**config.mk**
```make
export PLATFORM = sky130hd
export DESIGN_NAME = vga_write_arbiter_flat
export DESIGN_NICKNAME = d
export VERILOG_FILES = /design/src/rtl/vga_write_arbiter_if.sv /design/src/rtl/vga_write_arbiter.sv /design/src/flat_wrapper.sv
export SDC_FILE = /design/constraint.sdc
export NUM_CORES = 1
export LEC_CHECK = 0
export ABC_AREA = 1
export ABC_CLOCK_PERIOD_IN_PS = 3580
export BUFFER_PORTS_ARGS = -buffer_cell sky130_fd_sc_hd__buf_2
export CAP_MARGIN = 20
export CORE_MARGIN = 2
export CORE_UTILIZATION = 35
export DETAILED_ROUTE_END_ITERATION = 6
export PLACE_DENSITY = 0.68
export SYNTH_ARGS = -nofsm -noshare
export SYNTH_HDL_FRONTEND = slang
export SYNTH_SLANG_ARGS = --single-unit
```
**constraint.sdc**
```tcl
create_clock -name clk48 -period 3.58 [get_ports clk48]
set_clock_uncertainty 0.15 [all_clocks]
set_input_delay 0.895 -clock clk48 [delete_from_list [all_inputs] [get_ports clk48]]
set_output_delay 0.895 -clock clk48 [all_outputs]
set_load 0.01 [all_outputs]
```
**src/rtl/vga_write_arbiter_if.sv**
```systemverilog
// Requester, clear-control and framebuffer write signals shared by vga_write_arbiter.
// The slave modport is the arbiter's view. The master modport is the view of the requester and the display.
interface vga_write_arbiter_if #(
  parameter int ADDR_W = 14,
  parameter int DATA_W = 8
);
  logic [ADDR_W-1:0] req0_addr;
  logic [DATA_W-1:0] req0_data;
  logic              req0_valid;
  logic              req0_ready;
  logic [ADDR_W-1:0] req1_addr;
  logic [DATA_W-1:0] req1_data;
  logic              req1_valid;
  logic              req1_ready;
  logic              clear_start;
  logic [DATA_W-1:0] clear_fill;
  logic              clear_busy;
  logic [ADDR_W-1:0] vga_waddr;
  logic [DATA_W-1:0] vga_wdata;
  logic              vga_wr_en;

  modport master (
    output req0_addr, req0_data, req0_valid,
    output req1_addr, req1_data, req1_valid,
    output clear_start, clear_fill,
    input  req0_ready, req1_ready, clear_busy,
    input  vga_waddr, vga_wdata, vga_wr_en
  );

  modport slave (
    input  req0_addr, req0_data, req0_valid,
    input  req1_addr, req1_data, req1_valid,
    input  clear_start, clear_fill,
    output req0_ready, req1_ready, clear_busy,
    output vga_waddr, vga_wdata, vga_wr_en
  );
endinterface

```
**src/rtl/vga_write_arbiter.sv**
```systemverilog
// Round-robin arbiter for two requesters that share the framebuffer write port. It issues one registered write per cycle.
// Define VGA_WRITE_ARBITER_CLEAR_EN to add the clear-screen sweep engine.
module vga_write_arbiter #(
  parameter int ADDR_W      = 14,
  parameter int DATA_W      = 8,
  parameter int CLEAR_WORDS = 16384
) (
  input logic                clk48,
  input logic                rst,
  vga_write_arbiter_if.slave bus
);

  logic [ADDR_W-1:0] waddr_q, waddr_d;
  logic [DATA_W-1:0] wdata_q, wdata_d;
  logic              wr_en_q, wr_en_d;
  logic              last_grant_q, last_grant_d;
  logic              arb_en;
  logic              grant0;
  logic              grant1;

`ifdef VGA_WRITE_ARBITER_CLEAR_EN
  // state | meaning
  // IDLE  | arbitrate between req0 and req1
  // CLEAR | write the fill byte to 0..CLEAR_WORDS-1 while both requesters are stalled
  typedef enum logic {ST_IDLE, ST_CLEAR} state_t;

  // The counter is one bit wider than the address, so a sweep over the full 2^ADDR_W range ends without wrapping.
  localparam logic [ADDR_W:0] CLEAR_END = (ADDR_W+1)'(CLEAR_WORDS);
  localparam logic [ADDR_W:0] CNT_ONE   = (ADDR_W+1)'(1);

  state_t            state_q, state_d;
  logic [ADDR_W:0]   cnt_q, cnt_d;
  logic [DATA_W-1:0] fill_q, fill_d;
  logic              busy_q, busy_d;
`else
  logic unused_clear;
  assign unused_clear = ^{bus.clear_start, bus.clear_fill};
`endif

  always_comb begin
    waddr_d      = waddr_q;
    wdata_d      = wdata_q;
    wr_en_d      = 1'b0;
    last_grant_d = last_grant_q;
`ifdef VGA_WRITE_ARBITER_CLEAR_EN
    state_d = state_q;
    cnt_d   = cnt_q;
    fill_d  = fill_q;
    busy_d  = busy_q;
    arb_en  = !rst && (state_q == ST_IDLE) && !bus.clear_start;
`else
    arb_en  = !rst;
`endif
    // A requester wins when it is the only one valid, or when the other one won the previous contest.
    grant0 = arb_en && bus.req0_valid && (!bus.req1_valid || last_grant_q);
    grant1 = arb_en && bus.req1_valid && (!bus.req0_valid || !last_grant_q);

    if (grant0) begin
      waddr_d      = bus.req0_addr;
      wdata_d      = bus.req0_data;
      wr_en_d      = 1'b1;
      last_grant_d = 1'b0;
    end else if (grant1) begin
      waddr_d      = bus.req1_addr;
      wdata_d      = bus.req1_data;
      wr_en_d      = 1'b1;
      last_grant_d = 1'b1;
    end

`ifdef VGA_WRITE_ARBITER_CLEAR_EN
    if (state_q == ST_IDLE) begin
      // Address 0 is written on the entry edge, so the first busy cycle already carries its strobe.
      if (bus.clear_start) begin
        state_d = ST_CLEAR;
        busy_d  = 1'b1;
        fill_d  = bus.clear_fill;
        waddr_d = '0;
        wdata_d = bus.clear_fill;
        wr_en_d = 1'b1;
        cnt_d   = CNT_ONE;
      end
    end else if (cnt_q == CLEAR_END) begin
      state_d = ST_IDLE;
      busy_d  = 1'b0;
    end else begin
      waddr_d = cnt_q[ADDR_W-1:0];
      wdata_d = fill_q;
      wr_en_d = 1'b1;
      cnt_d   = cnt_q + CNT_ONE;
    end
`endif
  end

  always_ff @(posedge clk48) begin
    if (rst) begin
      waddr_q      <= '0;
      wdata_q      <= '0;
      wr_en_q      <= 1'b0;
      last_grant_q <= 1'b1;
`ifdef VGA_WRITE_ARBITER_CLEAR_EN
      state_q      <= ST_IDLE;
      cnt_q        <= '0;
      fill_q       <= '0;
      busy_q       <= 1'b0;
`endif
    end else begin
      waddr_q      <= waddr_d;
      wdata_q      <= wdata_d;
      wr_en_q      <= wr_en_d;
      last_grant_q <= last_grant_d;
`ifdef VGA_WRITE_ARBITER_CLEAR_EN
      state_q      <= state_d;
      cnt_q        <= cnt_d;
      fill_q       <= fill_d;
      busy_q       <= busy_d;
`endif
    end
  end

  assign bus.req0_ready = grant0;
  assign bus.req1_ready = grant1;
  assign bus.vga_waddr  = waddr_q;
  assign bus.vga_wdata  = wdata_q;
  assign bus.vga_wr_en  = wr_en_q;
`ifdef VGA_WRITE_ARBITER_CLEAR_EN
  assign bus.clear_busy = busy_q;
`else
  assign bus.clear_busy = 1'b0;
`endif

endmodule
```
**src/flat_wrapper.sv**
```systemverilog
// flat-port wrapper written by rule: the top's interface ports become plain ports
module vga_write_arbiter_flat 
#(
  parameter int ADDR_W      = 14,
  parameter int DATA_W      = 8,
  parameter int CLEAR_WORDS = 16384
)
  (clk48, rst, bus_req0_addr, bus_req0_data, bus_req0_valid, bus_req1_addr, bus_req1_data, bus_req1_valid, bus_clear_start, bus_clear_fill, bus_req0_ready, bus_req1_ready, bus_clear_busy, bus_vga_waddr, bus_vga_wdata, bus_vga_wr_en);
  vga_write_arbiter_if #(.ADDR_W(ADDR_W), .DATA_W(DATA_W)) bus_i ();
  input logic clk48;
  input logic rst;
  input wire logic [$bits(bus_i.req0_addr)-1:0] bus_req0_addr;
  input wire logic [$bits(bus_i.req0_data)-1:0] bus_req0_data;
  input wire logic [$bits(bus_i.req0_valid)-1:0] bus_req0_valid;
  input wire logic [$bits(bus_i.req1_addr)-1:0] bus_req1_addr;
  input wire logic [$bits(bus_i.req1_data)-1:0] bus_req1_data;
  input wire logic [$bits(bus_i.req1_valid)-1:0] bus_req1_valid;
  input wire logic [$bits(bus_i.clear_start)-1:0] bus_clear_start;
  input wire logic [$bits(bus_i.clear_fill)-1:0] bus_clear_fill;
  output wire logic [$bits(bus_i.req0_ready)-1:0] bus_req0_ready;
  output wire logic [$bits(bus_i.req1_ready)-1:0] bus_req1_ready;
  output wire logic [$bits(bus_i.clear_busy)-1:0] bus_clear_busy;
  output wire logic [$bits(bus_i.vga_waddr)-1:0] bus_vga_waddr;
  output wire logic [$bits(bus_i.vga_wdata)-1:0] bus_vga_wdata;
  output wire logic [$bits(bus_i.vga_wr_en)-1:0] bus_vga_wr_en;
  assign bus_i.req0_addr = bus_req0_addr;
  assign bus_i.req0_data = bus_req0_data;
  assign bus_i.req0_valid = bus_req0_valid;
  assign bus_i.req1_addr = bus_req1_addr;
  assign bus_i.req1_data = bus_req1_data;
  assign bus_i.req1_valid = bus_req1_valid;
  assign bus_i.clear_start = bus_clear_start;
  assign bus_i.clear_fill = bus_clear_fill;
  assign bus_req0_ready = bus_i.req0_ready;
  assign bus_req1_ready = bus_i.req1_ready;
  assign bus_clear_busy = bus_i.clear_busy;
  assign bus_vga_waddr = bus_i.vga_waddr;
  assign bus_vga_wdata = bus_i.vga_wdata;
  assign bus_vga_wr_en = bus_i.vga_wr_en;
  vga_write_arbiter #(.ADDR_W(ADDR_W), .DATA_W(DATA_W), .CLEAR_WORDS(CLEAR_WORDS)) u_core (.clk48(clk48), .rst(rst), .bus(bus_i));
endmodule
```
==> impl_metrics.yaml <==
timing:
  fmax_mhz: 375
  setup_violations: 0
  fin_hold_ws_ns: 0.366
  rsz0062_at_grt: "false"
  maxSlewViolCount: 0
  fin_crit_ns: 2.66
  final.period_utilization_pct: 74.4
  slew_headroom_pct: 45.8
  fin_setup_tns_ns: 0
  finalHoldViolCount: 0
  worst_pin_slew_ns: 0.810
  fin_ws_ns: 0.917
worst_setup_path:
  rr_worst_depth: 5
  cpMostUsedCell: "buf_2"
  worstSetupPathType: "in -> out"
  worstPathArrival_ns: 1.62
  slowest_stage: "inv_4"
  end_kind: "output pin"
  required_ns: 2.53
  setup.worst_path.start: "rst"
  r2r-end: "u_core.bus.vga_waddr[3]$_SDFFE_PP0P_"
  path_cells: "buf_2 -> inv_4 -> nand2_4 -> a21oi_1 -> buf_2"
  startpoint_type: "input port"
  reg2reg_slack_ns: 1.98
  cp_slowest_stage_delay_ns: 0.23
  worstPathMaxFanout: 25
  r2r-start: "u_core.last_grant_q$_SDFFE_PP1P_"
die:
  die_y_um: 66.1
  die_x_um: 66.1
  core-area_um2: 3690
  dieArea_um2: 4370
  rows: 22
  io_pins: 83
  start_util_pct: 36.6
hold_path:
  hp-start: "u_core.bus.vga_wdata[4]$_SDFFE_PP0P_"
  worstHoldPathCells: 2
  min_to: "u_core.bus.vga_wdata[4]$_SDFFE_PP0P_"
  hold_class: "reg -> reg"
detailed_routing:
  routedWlPerCell_um: 10.2
  num_vias: 1422
  drtAntennaViolNets: 0
  wirelength_met1_um: 1540
  routed_via_density: 4.53
  drcViolationCount: 0
  top_layer: "met4"
  routed-wl-met3_um: 177
  drt-initial-drc-count: 73
  dr.pass1.iters: 4
  wl_met2_um: 1460
  routed_wl_um: 3210
grt:
  grt_pass1_wl_um: 5240
  antenna_found_initial: 0
  grt_use_total_pct: 15.0
  grt_max_degree: 46
  grt_pass1_vias: 1227
  grt.overflow.total: 0
yosys:
  ys_seq_area_share_pct: 35.6
  async_reset_ff_share_pct: 0
  synth.largest_area_cell: "dfxtp_1"
  ys_ff_latch: 24
  synth_top_area_share_pct: 35.6
  synth_area_um2: 1350
  synth_common_cells: "nor2_1, a21oi_1, dfxtp_1"
  yosys_warnings: 0
  synth.distinct_cells: 19
  yosys-top-cells-area: "dfxtp_1, nor2_1, a21oi_1"
  synth_cells: 205
  synth_fp_nets: 262
  yosys_most_used_dff: "dfxtp_1"
  synth_edf_count: 0
  yosysMostFrequentCell: "nor2_1"
  synth.avg_cell_area_um2: 6.58
clock_tree:
  numCtsBuffers: 3
  cts_resized: 0
  insertion_delay_ns: 0.26
  cts_buffer_depth: 2
  htreeDepth: 1
  cts-root-buf: "clkbuf_8"
  hold_buffers: 0
  clk_pin_slew_ns: 0.08
  cts_tree: "done"
  numClockSinks: 24
  cts_setup_buffers: 0
final_layout:
  antennaDiodeCount: 0
  fin_nets: 324
  drive_gt1_share_pct: 31.6
  syn2layout_area_growth_pct: 26.9
outcome:
  status: "completed"
placement:
  port_buffers: 72
  place_ws_ns: 0.908
  detailed_place_hpwl_um: 2150
  routabilityCongestion: 0.757
power_and_ir_drop:
  power_w: 0.000640
  power.share.clock_pct: 28.4
  power_frac_seq_pct: 47.1
  ir_drop_mv: 0.146
  netSwitchingFraction_pct: 29.0
  combPwrFrac_pct: 24.4
  p_int_w: 0.000454
  power_density_nw_per_um2: 374
  power.switching_w: 0.000186
  leakagePower_nw: 0.951
flow_run:
  drv_cap: 0
==> critical path: cells and delay by family <==
family,cells,cell delay (ns)
buffers and inverters,3,0.52
AOI/OAI and AO/OA,1,0.12
and+or+nand+nor,1,0.08
==> placed cells by master (no fill, tap or decap), drive strengths merged <==
cell | Yosys | final
a21oi | 24 | 24
nand2 | 26 | 26
nor2 | 45 | 45
nand3 | 22 | 22
o211ai | 1 | 1
inv | 25 | 25
clkbuf | 2 | 4
conb | 1 | 1
dfxtp | 24 | 24
o21ai | 22 | 22
buf | 13 | 72
==> area by class of cell <==
| class | count | area [um^2] |
|---|---|---|
| Sequential cell | 24 | 480 |
| Timing Repair Buffer | 72 | 360 |
| Inverter | 25 | 96.3 |
| Multi-Input combinational cell | 141 | 659 |
| Clock buffer | 4 | 55.1 |
| Tap cell | 48 | 60.1 |
| Fill cell | 451 | 1980 |
==> metrics by stage <==
step | utilization [%] | cell area (um^2) | instances
after detailed placement | 44.9 | 1660 | 310
after global placement | 44.9 | 1660 | 310
after global routing | 46.4 | 1710 | 314
after CTS | 46.4 | 1710 | 314
final | 46.4 | 1710 | 314
after floorplan | - | 1350 | 205
==> power groups by stage <==
| stage | Sequential (W) | Clock, W | Combinational [W] |
|---|---|---|---|
| after floorplan | 0.000319 | 0 | 0.0000949 |
| after global placement | 0.000307 | 0 | 0.000156 |
| after detailed placement | 0.000307 | 0 | 0.000158 |
| after CTS | 0.000302 | 0.000188 | 0.000158 |
| after global routing | 0.000305 | 0.000198 | 0.000178 |
| final | 0.000301 | 0.000182 | 0.000156 |
==> worst max-delay path by stage <==
| stage | to | slack, ns |
|---|---|---|
| after floorplan | bus_req1_ready | 1.30 |
| after global placement | bus_req1_ready | 0.90 |
| after detailed placement | bus_req1_ready | 0.91 |
| after CTS | bus_req1_ready | 0.91 |
| after global routing | bus_req1_ready | 0.86 |
| final | bus_req1_ready | 0.92 |
==> cells by family (layout without fill, tap and decap cells) <==
group	count (synthesis)	after routing	synth area share (%)
AND/OR/NAND/NOR	93	93	31.0
flip-flops	24	24	35.6
buffers and inverters	40	101	15.5
AO/OA/AOI/OAI	47	47	17.6
other	1	1	0.278
==> layer usage <==
metal	GRT usage, %	vias to the layer above
li1	-	769
met1	18.7	617
met2	25.3	32
met3	3.24	4
met4	5.36	0
met5	0	-
==> registers in the layout (all words and copies together) (netlist names) <==
name and flops:
u_core.bus.vga_waddr 14, u_core.bus.vga_wr_en 1, u_core.last_grant_q 1, u_core.bus.vga_wdata 8
(Power assumes the default switching activity.)
